<file path="src/rtl/increment_5bit.sv">
// Fixed-step +1 incrementer: combinational result plus a registered copy with valid, carry and a wrap-event counter.
// Optional INC_SATURATE_EN makes the all-ones operand saturate instead of wrapping to zero.
module increment_5bit #(
   parameter int WIDTH      = 5,
   parameter int WRAP_CNT_W = 8
) (
   input  logic                  clk,
   input  logic                  rst_n,
   input  logic [WIDTH-1:0]      data_in,
   input  logic                  in_valid,
   input  logic                  wrap_clr,
   output logic [WIDTH-1:0]      data_out,
   output logic                  carry_out,
   output logic [WIDTH-1:0]      q_out,
   output logic                  q_valid,
   output logic                  q_carry,
   output logic [WRAP_CNT_W-1:0] wrap_cnt
);

   localparam logic [WIDTH-1:0]      ALL_ONES = '1;
   localparam logic [WRAP_CNT_W-1:0] CNT_MAX  = '1;

   logic [WIDTH-1:0]      q_out_d, q_out_q;
   logic                  q_valid_d, q_valid_q;
   logic                  q_carry_d, q_carry_q;
   logic [WRAP_CNT_W-1:0] wrap_cnt_d, wrap_cnt_q;

   always_comb begin
      carry_out = (data_in == ALL_ONES);
`ifdef INC_SATURATE_EN
      data_out  = carry_out ? ALL_ONES : data_in + WIDTH'(1);
`else
      data_out  = data_in + WIDTH'(1);
`endif
   end

   always_comb begin
      q_valid_d  = in_valid;
      q_out_d    = q_out_q;
      q_carry_d  = q_carry_q;
      wrap_cnt_d = wrap_cnt_q;
      if (in_valid) begin
         q_out_d   = data_out;
         q_carry_d = carry_out;
      end
      // clear outranks a same-cycle wrap event; the counter sticks at its maximum
      if (wrap_clr) begin
         wrap_cnt_d = '0;
      end else if (in_valid && carry_out && (wrap_cnt_q != CNT_MAX)) begin
         wrap_cnt_d = wrap_cnt_q + WRAP_CNT_W'(1);
      end
   end

   always_ff @(posedge clk or negedge rst_n) begin
      if (!rst_n) begin
         q_out_q    <= '0;
         q_valid_q  <= 1'b0;
         q_carry_q  <= 1'b0;
         wrap_cnt_q <= '0;
      end else begin
         q_out_q    <= q_out_d;
         q_valid_q  <= q_valid_d;
         q_carry_q  <= q_carry_d;
         wrap_cnt_q <= wrap_cnt_d;
      end
   end

   assign q_out    = q_out_q;
   assign q_valid  = q_valid_q;
   assign q_carry  = q_carry_q;
   assign wrap_cnt = wrap_cnt_q;

endmodule

</file>
<file path="config.mk">
export PLATFORM = sky130hd
export DESIGN_NAME = increment_5bit
export DESIGN_NICKNAME = d
export VERILOG_FILES = /design/src/rtl/increment_5bit.sv
export SDC_FILE = /design/constraint.sdc
export NUM_CORES = 1
export LEC_CHECK = 0
export ABC_AREA = 1
export CAP_MARGIN = 20
export CORE_MARGIN = 10
export CORE_UTILIZATION = 42
export DETAILED_ROUTE_END_ITERATION = 7
export PLACE_DENSITY_LB_ADDON = 0.05
export SETUP_SLACK_MARGIN = 0.3
export SYNTH_ARGS = -nofsm -noshare
export SYNTH_HDL_FRONTEND = slang
export SYNTH_SLANG_ARGS = --single-unit
</file>
<file path="constraint.sdc">
create_clock -name clk -period 1.85 [get_ports clk]
set_input_delay 0.555 -clock clk [delete_from_list [all_inputs] [get_ports clk]]
set_output_delay 0.555 -clock clk [all_outputs]
set_load 0.005 [all_outputs]
</file>
======== Word-level counts from Yosys, hierarchy flattened ========
Cells that the tools add are included.
cells by class
  add/sub/neg operators ................... 2
  equal/unequal tests ..................... 2
  muxes and demuxes ....................... 2
  reduce and logical (&&, ||, !) cells .... 3
operator list
  operator                                       count
  two-way mux 8 bit                              2
  adder 8 x 1 -> 8 bit (second input constant)   1
  inequality test 8 bit (second input constant)  1
  adder 5 x 1 -> 5 bit (second input constant)   1
  == test 5 bit (second input constant)          1
  logical AND 1 bit                              2
  nonzero test 2 bit                             1
storage, ports and cells
  register bits after elaboration ......... 15
  input bits .............................. 9
  output and inout port bits .............. 21
  word-level logic and storage cells ...... 13

======== Logic depth before layout (Yosys ltp) ========
  word-level depth ........................ 5
  depth in mapped cells ................... 9
  gate-level depth less buffers ........... 9

======== Worst setup path before layout ========
Ideal clock, no wire load.
  path kind ............................... input to output
  start ................................... input data_in[0]
  end ..................................... output data_out[4]
  arrival ................................. 1129 ps
  required time ........................... 1295 ps
  slack ................................... 166 ps
  stages on the path ...................... 4
  path buffers ............................ 0
  cell sequence ........................... ha_1 nand2_1 nor2_1 ha_1
between the ends
  cells in the longest elaborated chain, start to end .. 1
ends and longest elaborated chain
  item                  RTL line  source
  start, declared       9         input logic [WIDTH-1:0] data_in,
  adder 5 x 1 -> 5 bit  33        data_out = data_in + WIDTH'(1);
  end, declared         12        output logic [WIDTH-1:0] data_out,
Every way passes these cells.

======== Worst setup path after layout ========
Ends and elaborated chain as after synthesis.

==> results.md <==
- Initial Util: 0.452
- Root Driver: clkbuf_4
- CP Cell Sequence: buf_8 > ha_4 > nand2_4 > nor2_4 > ha_4 > buf_6
- Core area: 0.00176 sq mm
- Post-DP HPWL: 1740 um
- Syn avg cell area: 8.05 sq um
- I/O Pins: 30
- Clock Latency Late Sink: 0.29 ns
- RSZ-0062 raised after global routing: true
- GR Util All Layers: 0.123
- Final worst slack: 0.0452 ns
- Cts bufs inserted: 3
- Register share of total power: 0.516
- Hold slack: 0.476 ns
- Post-DRT Antenna Nets: 0
- CP Launch Type: input port
- Crit path kind: in -> out
- Grt ovf: 0
- Die area: 0.00404 sq mm
- Max stage delay on crit path: 0.26 ns
- Flops & latches, synth: 15
- Hold_buf cts: 0
- Initial detailed-routing violation count: 23
- Max rail drop VDD: 0.000440 V
- Final hold vios: 0
- Crit-path slowest cell: ha_4
- Detailed Route WL: 2450 um
- Power Internal: 0.502 mW
- # diodes: 0
- Max-Cap Viols: 0
- Final Net Count: 168
- Worst Path Required: 1.29 ns
- Pre-antenna DRT Iters: 4
- PD cells: 499 mW/mm^2
- Final Critical Period: 1.80 ns
- Mapped Area: 797 sq um
- Post-route setup TNS: 0 ns
- CTS tree: done
- Clock Power Share: 0.279
- IO buf count: 29
- Combinational share of power: 0.206
- Via count: 847
- Share of cells above drive strength 1: 0.323
- Cells after Synth: 99
- Status: finished clean
- Global-route wire length before repair: 4040 um
- P_sw: 0.172 mW
- DRC violations left: 0
- CP Data Arrival Time: 1.25 ns
- Tightest Pin Transition: 0.242 ns
- Overall power: 0.673 mW
- Bufs and invs on worst path: 2
- Initial antenna violation count: 0
- Most frequent CP cell: ha_4
- Max FO, Critical Path: 2
- Final GP Congestion: 0.812
- Count of final setup violators: 0
- Synth-to-layout area growth: 69.4%
- Fill cells: 138
- DR WL/cell: 13.6 um
- Fmax: 0.554 GHz
- Worst setup EP type: primary output
- Clock Pin Slew Worst Setup and Hold Paths: 0.08 ns
- Synth warn: 0
- # rows: 15
- Via density per instance: 4.71
- Die Y: 63.6 um
- CTS Buffer Depth: 2
- Unique masters post-synth: 15
- Rel. slew slack: 0.838
- Final slew viol count: 0
- Sink Count: 15
- Switch share: 0.255
- Seq/Total Area, Yosys: 0.471
- Place WS: -0.826 ns
- Clock H-tree levels: 1
- Die Wd: 63.6 um
- Vias in the first global route: 907
- Crit path max-delay family: adder cells
- Leak: 0.735 nW
- Final Cycle Share: 0.976
- Syn_nets: 111
- Worst Hold Class: reg -> reg
- Largest net degree at the start of global routing: 16
- Clock Skew: 0.00470 ns
[Yosys cell counts]
| library cell | n | share of area |
|---|---|---|
| nand2_1 | 37 | 0.17 |
| nor2_4 | 3 | 0.042 |
| dfrtp_1 | 15 | 0.47 |
| nand3_1 | 8 | 0.050 |
| nor2_1 | 8 | 0.038 |
| nor3_1 | 2 | 0.013 |
| nand4_1 | 1 | 0.0079 |
| a21oi_4 | 1 | 0.020 |
| inv_1 | 10 | 0.047 |
| nand2_2 | 2 | 0.016 |
| o21ai_0 | 3 | 0.019 |
| nand3b_1 | 1 | 0.0094 |
| a21oi_1 | 2 | 0.013 |
| ha_1 | 3 | 0.047 |
| xor2_1 | 3 | 0.033 |
[worst paths after layout]
path	cells after the start	start	to	slack [ns]
worst max register to register	8	wrap_cnt[0]	wrap_cnt[6]	0.39
worst max-delay path	6	data_in[0]	data_out[4]	0.05
max in group asynchronous	2	rst_n	wrap_cnt[3]	1.08
worst min-delay path	2	q_out[1]	q_out[1]	0.48
worst min register to register	2	q_out[1]	q_out[1]	0.48
min in group asynchronous	2	rst_n	q_out[2]	0.58
[worst reg2reg max path, stage by stage (launching register included)]
cell and delay, ns:
dfrtp_1 0.38, buf_4 0.14, ha_2 0.19, nand2_2 0.11, nor2_4 0.06, a21oi_4 0.22, buf_6 0.14, nand3b_1 0.10
nand2_1 0.07
[logic make-up (layout without fill, tap and decap cells)]
group,Yosys count,after routing,synth area share
AOI/OAI and AO/OA,6,6,0.0518
xor gates and xnor gates,3,3,0.0330
adders and majority gates,3,3,0.0471
buffers and inverters,10,66,0.0471
DFF,15,15,0.471
and+or+nand+nor,62,62,0.350
[placed cells by master (no fill, tap or decap)]
| cell type | synthesis | layout |
|---|---|---|
| dlygate4sd2_1 | 0 | 15 |
| nor2_1 | 8 | 7 |
| nand3_1 | 8 | 8 |
| inv_1 | 10 | 9 |
| clkbuf_4 | 0 | 3 |
| nand4_1 | 1 | 1 |
| xor2_1 | 3 | 2 |
| ha_4 | 0 | 2 |
| dfrtp_1 | 15 | 14 |
| clkbuf_1 | 0 | 1 |
| nand2_4 | 0 | 1 |
| dfrtp_2 | 0 | 1 |
| nand2_2 | 2 | 3 |
| a21oi_4 | 1 | 1 |
| clkdlybuf4s15_1 | 0 | 2 |
| buf_8 | 0 | 1 |
| o21ai_0 | 3 | 3 |
| buf_6 | 0 | 6 |
| a21oi_1 | 2 | 2 |
| nor2_4 | 3 | 4 |
| ha_2 | 0 | 1 |
| inv_2 | 0 | 1 |
| buf_4 | 0 | 21 |
| buf_2 | 0 | 4 |
| nor3_1 | 2 | 2 |
| nand3b_1 | 1 | 1 |
| nand2_1 | 37 | 35 |
| clkdlybuf4s50_1 | 0 | 3 |
| xor2_2 | 0 | 1 |
[metal layers]
layer / part of all wire / wire length [um] / vias up / track usage
met5: 0 / 0 / - / 0
met1: 0.40 / 977 / 392 / 0.121
li1: - / - / 427 / -
met4: 0.0077 / 19 / 0 / 0.0164
met2: 0.52 / 1280 / 26 / 0.232
met3: 0.071 / 174 / 2 / 0.0565
[metrics by stage]
stage          utilization  std cells  area (sq um)
6_report             0.765        180          1350
5_1_grt              0.765        180          1350
3_5_place_dp         0.681        162          1200
3_3_place_gp         0.681        162          1200
4_1_cts              0.748        178          1320
2_1_floorplan            -         99           812
[cell type report]
class / count / area (sq um) / area share
Multi-Input combinational cell: 74 / 437 / 0.323
Tap cell: 25 / 31.3 / 0.0232
Timing Repair Buffer: 52 / 442 / 0.327
Clock buffer: 4 / 26.3 / 0.0195
Sequential cell: 15 / 377 / 0.279
Inverter: 10 / 37.5 / 0.0278
[flip-flops by register name (all words and copies together), names as in the netlist]
register  flops
wrap_cnt      8
q_out         5
q_valid       1
q_carry       1
[repair_timing]
item,CTS,global route
pin swaps,6,6
resized for setup,69,5
buffers inserted,12,2
endpoints found under the hold margin,0,0
setup endpoints to repair,31,13
[power groups by stage]
stage	Combinational [mW]	Sequential [mW]	Clock, mW
after floorplan	0.0328	0.356	0
after global placement	0.133	0.354	0
after detailed placement	0.136	0.355	0
after CTS	0.136	0.348	0.192
after global routing	0.152	0.350	0.205
final	0.138	0.347	0.188
No activity file was read; power rests on OpenSTA's default activity.
